## config.mk

```make
export PLATFORM = sky130hd
export DESIGN_NAME = uart_echo_buffer
export DESIGN_NICKNAME = d
export VERILOG_FILES = /design/src/rtl/uart_pkg.sv /design/src/rtl/uart_sync_fifo.sv /design/src/rtl/uart_echo_buffer.sv
export SDC_FILE = /design/constraint.sdc
export NUM_CORES = 1
export LEC_CHECK = 0
export ABC_CLOCK_PERIOD_IN_PS = 4610
export CAP_MARGIN = 30
export CORE_ASPECT_RATIO = 1.1
export CORE_MARGIN = 2
export CORE_UTILIZATION = 40
export CTS_BUF_LIST = sky130_fd_sc_hd__clkbuf_8
export DETAILED_ROUTE_END_ITERATION = 16
export DONT_BUFFER_PORTS = 1
export SLEW_MARGIN = 40
export SYNTH_ARGS = -nofsm -noshare
export SYNTH_HDL_FRONTEND = slang
export SYNTH_HIERARCHICAL = 1
export SYNTH_SLANG_ARGS = --single-unit
```

## constraint.sdc

```tcl
create_clock -name clk -period 4.61 [get_ports clk]
set_input_delay 1.383 -clock clk [delete_from_list [all_inputs] [get_ports clk]]
set_output_delay 1.383 -clock clk [all_outputs]
set_load 0.02 [all_outputs]
```

## src/rtl/uart_pkg.sv

```systemverilog
// Shared constants and echo FSM state encoding for the UART echo path.
package uart_pkg;

    localparam logic [7:0] ASCII_CR = 8'h0D;
    localparam logic [7:0] ASCII_LF = 8'h0A;

    typedef enum logic [1:0] {
        IDLE    = 2'd0,
        SEND    = 2'd1,
        SEND_LF = 2'd2
    } echo_state_e;

endpackage

```

## src/rtl/uart_sync_fifo.sv

```systemverilog
// Synchronous FIFO with occupancy counter and synchronous flush.
// A push while full is accepted only when a pop happens on the same edge.
module uart_sync_fifo #(
    parameter int DATA_W = 8,
    parameter int DEPTH  = 16
) (
    input  logic                       clk,
    input  logic                       rst_n,
    input  logic                       clear_i,
    input  logic                       push_i,
    input  logic [DATA_W-1:0]          data_i,
    input  logic                       pop_i,
    output logic [DATA_W-1:0]          head_o,
    output logic                       full_o,
    output logic                       empty_o,
    output logic [$clog2(DEPTH+1)-1:0] level_o
);

    localparam int AW = $clog2(DEPTH);
    localparam int LW = $clog2(DEPTH+1);

    logic [DATA_W-1:0] mem_q [DEPTH];
    logic [AW-1:0]     wr_ptr_q;
    logic [AW-1:0]     rd_ptr_q;
    logic [LW-1:0]     level_q;
    logic [LW-1:0]     level_d;
    logic              pop_ok_s;
    logic              push_ok_s;

    assign full_o    = (level_q == LW'(DEPTH));
    assign empty_o   = (level_q == {LW{1'b0}});
    assign pop_ok_s  = pop_i && !empty_o;
    assign push_ok_s = push_i && (!full_o || pop_ok_s);
    assign head_o    = mem_q[rd_ptr_q];
    assign level_o   = level_q;

    // Occupancy follows the accepted push/pop pair, so it never wraps.
    always_comb begin
        level_d = level_q;
        case ({push_ok_s, pop_ok_s})
            2'b10:   level_d = level_q + LW'(1);
            2'b01:   level_d = level_q - LW'(1);
            default: level_d = level_q;
        endcase
    end

    // Storage array; contents are don't-care until written, so it has no reset.
    always_ff @(posedge clk) begin
        if (push_ok_s && !clear_i) begin
            mem_q[wr_ptr_q] <= data_i;
        end
    end

    // Pointers and occupancy; pointers wrap naturally since DEPTH is a power of two.
    always_ff @(posedge clk or negedge rst_n) begin
        if (!rst_n) begin
            wr_ptr_q <= {AW{1'b0}};
            rd_ptr_q <= {AW{1'b0}};
            level_q  <= {LW{1'b0}};
        end else if (clear_i) begin
            wr_ptr_q <= {AW{1'b0}};
            rd_ptr_q <= {AW{1'b0}};
            level_q  <= {LW{1'b0}};
        end else begin
            if (push_ok_s) begin
                wr_ptr_q <= wr_ptr_q + AW'(1);
            end
            if (pop_ok_s) begin
                rd_ptr_q <= rd_ptr_q + AW'(1);
            end
            level_q <= level_d;
        end
    end

endmodule

```

## src/rtl/uart_echo_buffer.sv

```systemverilog
// Buffered UART echo: queues rx characters and replays them to the tx side.
// Build option UART_ECHO_CRLF_EN appends an LF after every transmitted CR.
module uart_echo_buffer
    import uart_pkg::*;
#(
    parameter int DATA_W = 8,
    parameter int DEPTH  = 16
) (
    input  logic                       clk,
    input  logic                       rst_n,
    input  logic                       clear,
    input  logic                       rx_valid,
    input  logic [DATA_W-1:0]          rx_data,
    output logic                       tx_valid,
    output logic [DATA_W-1:0]          tx_data,
    input  logic                       tx_ready,
    output logic [$clog2(DEPTH+1)-1:0] level,
    output logic                       overflow,
    output logic [1:0]                 led
);

`ifdef UART_ECHO_CRLF_EN
    localparam logic [DATA_W-1:0] CR_W = DATA_W'(ASCII_CR);
    localparam logic [DATA_W-1:0] LF_W = DATA_W'(ASCII_LF);
`endif

    echo_state_e       state_q, state_d;
    logic              tx_valid_q, tx_valid_d;
    logic [DATA_W-1:0] tx_data_q, tx_data_d;
    logic              overflow_q, overflow_d;
    logic              fifo_push_s;
    logic              fifo_pop_s;
    logic              fifo_full_s;
    logic              fifo_empty_s;
    logic [DATA_W-1:0] fifo_head_s;

    assign fifo_push_s = rx_valid && !clear;

    uart_sync_fifo #(
        .DATA_W (DATA_W),
        .DEPTH  (DEPTH)
    ) u_fifo (
        .clk     (clk),
        .rst_n   (rst_n),
        .clear_i (clear),
        .push_i  (fifo_push_s),
        .data_i  (rx_data),
        .pop_i   (fifo_pop_s),
        .head_o  (fifo_head_s),
        .full_o  (fifo_full_s),
        .empty_o (fifo_empty_s),
        .level_o (level)
    );

    // Echo FSM: loads the tx register from the FIFO head and pops on each completed handshake.
    always_comb begin
        state_d    = state_q;
        tx_valid_d = tx_valid_q;
        tx_data_d  = tx_data_q;
        fifo_pop_s = 1'b0;
        if (clear) begin
            state_d    = IDLE;
            tx_valid_d = 1'b0;
        end else begin
            case (state_q)
                IDLE: begin
                    if (!fifo_empty_s) begin
                        fifo_pop_s = 1'b1;
                        tx_data_d  = fifo_head_s;
                        tx_valid_d = 1'b1;
                        state_d    = SEND;
                    end else begin
                        tx_valid_d = 1'b0;
                    end
                end
                SEND: begin
                    if (tx_ready) begin
`ifdef UART_ECHO_CRLF_EN
                        if (tx_data_q == CR_W) begin
                            tx_data_d = LF_W;
                            state_d   = SEND_LF;
                        end else
`endif
                        if (!fifo_empty_s) begin
                            fifo_pop_s = 1'b1;
                            tx_data_d  = fifo_head_s;
                        end else begin
                            tx_valid_d = 1'b0;
                            state_d    = IDLE;
                        end
                    end else begin
                        state_d = SEND;
                    end
                end
`ifdef UART_ECHO_CRLF_EN
                SEND_LF: begin
                    if (tx_ready) begin
                        if (!fifo_empty_s) begin
                            fifo_pop_s = 1'b1;
                            tx_data_d  = fifo_head_s;
                            state_d    = SEND;
                        end else begin
                            tx_valid_d = 1'b0;
                            state_d    = IDLE;
                        end
                    end else begin
                        state_d = SEND_LF;
                    end
                end
`endif
                default: begin
                    state_d    = IDLE;
                    tx_valid_d = 1'b0;
                end
            endcase
        end
    end

    // Sticky overflow: set only when a write is refused (full with no pop on the same edge).
    always_comb begin
        overflow_d = overflow_q;
        if (clear) begin
            overflow_d = 1'b0;
        end else if (rx_valid && fifo_full_s && !fifo_pop_s) begin
            overflow_d = 1'b1;
        end else begin
            overflow_d = overflow_q;
        end
    end

    // State, tx output register and overflow flag.
    always_ff @(posedge clk or negedge rst_n) begin
        if (!rst_n) begin
            state_q    <= IDLE;
            tx_valid_q <= 1'b0;
            tx_data_q  <= {DATA_W{1'b0}};
            overflow_q <= 1'b0;
        end else begin
            state_q    <= state_d;
            tx_valid_q <= tx_valid_d;
            tx_data_q  <= tx_data_d;
            overflow_q <= overflow_d;
        end
    end

    assign tx_valid = tx_valid_q;
    assign tx_data  = tx_data_q;
    assign overflow = overflow_q;
    assign led      = {overflow_q, (level != '0)};

endmodule

```

==> summary.md <==
| Metric | Value |
|---|---|
| Status | complete, no violations |
| DP Worst Slack | 573 ps |
| Reg2Reg Capture Point | u_fifo/level_o[4] |
| Clock Root Buffer | clkbuf_8 |
| First-pass GRT wire length | 18,300 µm |
| Chip Width | 123 µm |
| Average size of a mapped cell | 19.3 µm² |
| Cell Int Power | 2190 µW |
| Starting density of the core | 40.4% |
| Clock Sinks | 152 |
| Die H | 135 µm |
| Synthesized Nets | 348 |
| Worst hold slack | 517 ps |
| CP required | 4940 ps |
| CTS max path bufs | 2 |
| Final setup fails | 0 |
| Resize count post-CTS | 0 |
| R2r setup slk | 1000 ps |
| Ys Warns | 6 |
| Fin crit share | 78.6% |
| Dominant cell type by area after synthesis | edfxtp_1 |
| CTS buffer count | 17 |
| GRT Total Usage | 15.9% |
| Min-delay worst type | reg -> reg |
| Final Slew Violations | 0 |
| Hold Crit Start | state_q[0] |
| Post-route setup TNS | 0 ps |
| Largest net degree at the start of global routing | 36 |
| ANT cells | 0 |
| Crit end category | flop |
| Hold Path Depth | 1 |
| Layout cells sized above 1 | 27.0% |
| Cell variety after synth | 39 |
| Fmax | 276 MHz |
| Final hold viol count | 0 |
| Synthesized area | 0.00628 mm² |
| CTS tree | done |
| Final period demand of the worst path | 3620 ps |
| # DRC | 0 |
| Vias in the first global route | 3,038 |
| Setup Skew | 13.1 ps |
| Site Rows | 48 |
| Top cell type's share of synthesized area | 61.2% |
| Sw frac | 24.7% |
| Worst-Margin Slew | 851 ps |
| Wirelength per Cell | 21.8 µm |
| Starting DRT DRC Count | 176 |
| Post-route ant nets | 0 |
| Number of max-cap violations | 0 |
| Synth Instances | 326 |
| Synth Register Bits | 152 |
| GR Overflow Total | 0 |
| DIE AREA | 0.0167 mm² |
| PortBufs | 0 |
| Clock share of power | 32.4% |
| Switching power | 722 µW |
| Skew-Pair Late Insertion Delay | 440 ps |
| GPL Wtd Cong | 0.773 |
| Peak supply drop | 0.208 mV |
| Leak pwr | 0.00231 µW |
| Combinational share of power | 10.0% |
| Reg2Reg Launch Point | u_fifo/level_o[0] |
| Initial antenna violation count | 0 |
| Post-CTS Setup Repair Bufs | 0 |
| Layout Nets | 368 |
| Commonest non-fill, non-tap cells in the layout | edfxtp_1 (128), nor2_1 (32), mux4_2 (32) |
| R2r worst-path depth | 13 |
| Syn-to-layout area delta | 10.4% |
| Hold_buf cts | 0 |
| Slew headroom | 43.1% |
| Post-DP HPWL | 7780 µm |
| Via Count | 2,983 |
| Post-Route WL | 12,200 µm |
| Part of the power in registers | 57.6% |
| Crit path DAT | 3950 ps |
| H-tree depth | 4 |
| Crit path max fanout | 22 |
| PwrDens | 421 mW/mm² |
| Crit Path Category | in -> reg |
| Routed vias/inst | 5.34 |
| Ports | 30 |
| Core ar. | 0.0156 mm² |
| RSZ-0062 raised after global routing | false |
| Most common cell after layout, fill and taps aside | edfxtp_1 |
| Clock transition at the registers of the reported paths | 80 ps |
| Worst setup SP type | input port |
| Util after Layout | 44.6% |
| WHS Endpoint | tx_valid |
| Final setup margin | 987 ps |
| Register area share after synthesis | 70.7% |
| Drt pass-1 iters | 5 |
| Largest cells by area after synthesis | edfxtp_1 (61%), mux4_2 (11%), dfrtp_1 (9.6%), mux4_1 (3.3%), nor2_1 (2.1%) |
## state kept, by name, indices dropped and copies added, names as in the netlist
name and count:
u_fifo/level_o 5, tx_valid 1, tx_data 8, overflow 1, state_q 1, u_fifo/mem_q 128, u_fifo/wr_ptr_q 4, u_fifo/rd_ptr_q 4
## cells in the mapped netlist
| master | n |
|---|---|
| o31a_1 | 1 |
| xnor2_1 | 5 |
| nor2b_4 | 1 |
| o21ai_0 | 2 |
| a21o_1 | 2 |
| mux2_2 | 1 |
| inv_1 | 11 |
| nor4_1 | 1 |
| a32oi_1 | 1 |
| o311ai_0 | 1 |
| nor3_1 | 1 |
| or3_1 | 4 |
| nor2b_1 | 1 |
| buf_6 | 6 |
| edfxtp_1 | 128 |
| a21oi_1 | 8 |
| or2b_1 | 1 |
| nor2_1 | 35 |
| clkbuf_1 | 8 |
| nand2_4 | 1 |
| a21boi_0 | 1 |
| a31o_2 | 1 |
| buf_4 | 1 |
| ha_1 | 8 |
| dfrtp_1 | 24 |
| mux4_2 | 32 |
| nand2_1 | 9 |
| mux2_4 | 8 |
| nand2b_1 | 2 |
| o21ai_1 | 1 |
| xor2_1 | 3 |
| nand3_1 | 1 |
| fa_1 | 1 |
| nand4_2 | 1 |
| mux4_1 | 8 |
| a211oi_1 | 1 |
| or4_4 | 1 |
| mux2i_1 | 3 |
| nand3b_1 | 1 |
## cell families after synthesis
family                   Yosys count  synth area share (%)
AO/OA/AOI/OAI                     19                  1.91
XOR/XNOR                           8                  1.12
adder cells (fa/ha/maj)            9                  1.91
buffers and inverters             26                  2.33
flip-flops                       152                  70.7
multiplexers                      52                  17.4
AND/OR/NAND/NOR                   60                  4.60
## worst max-delay path by stage
stage	slack [ps]	end	startpoint
after floorplan	740	u_fifo/level_o[4]	clear
after global placement	750	u_fifo/level_o[4]	clear
after detailed placement	570	u_fifo/level_o[4]	clear
after CTS	1040	u_fifo/level_o[4]	u_fifo/level_o[0]
after global routing	810	u_fifo/level_o[4]	u_fifo/level_o[0]
final	990	u_fifo/level_o[4]	clear
## layer usage
layer / GRT usage [%] / up-vias / routed length [µm]
li1: - / 1321 / -
met1: 21.8 / 1572 / 5230
met2: 24.5 / 78 / 5970
met3: 4.08 / 12 / 829
met4: 5.93 / 0 / 169
met5: 0 / - / 0
## cell type report
type	instances	area, µm²
Sequential cell	152	4450
Timing Repair Buffer	16	120
Inverter	11	41.3
Fill cell	1334	8620
Clock inverter	15	138
Tap cell	200	250
Clock buffer	17	234
Multi-Input combinational cell	148	1700
## metrics by stage
| stage | area, µm² | total power [µW] | instances |
|---|---|---|---|
| finish | 6930 | 2920 | 559 |
| global route | 6930 | 3040 | 559 |
| CTS | 6930 | 2950 | 559 |
| detailed placement | 6560 | 2010 | 527 |
| global placement | 6550 | 2000 | 527 |
| floorplan | 6280 | 1950 | 326 |
## power by group through the flow
stage | combinational [µW] | clock (µW) | sequential, µW
after floorplan | 288 | 0 | 1670
after global placement | 290 | 0 | 1710
after detailed placement | 296 | 0 | 1710
after CTS | 296 | 972 | 1680
after global routing | 317 | 1020 | 1690
final | 292 | 946 | 1680
## worst max-delay path: stages
cell and delay (ps):
or3_1 370, inv_1 150, nand2b_1 100, a21oi_1 330, inv_1 110, fa_1 420
nand2b_1 160, a21oi_1 300, mux2_2 380, a32oi_1 160, a21oi_1 90
No activity file was read; power rests on OpenSTA's default activity.
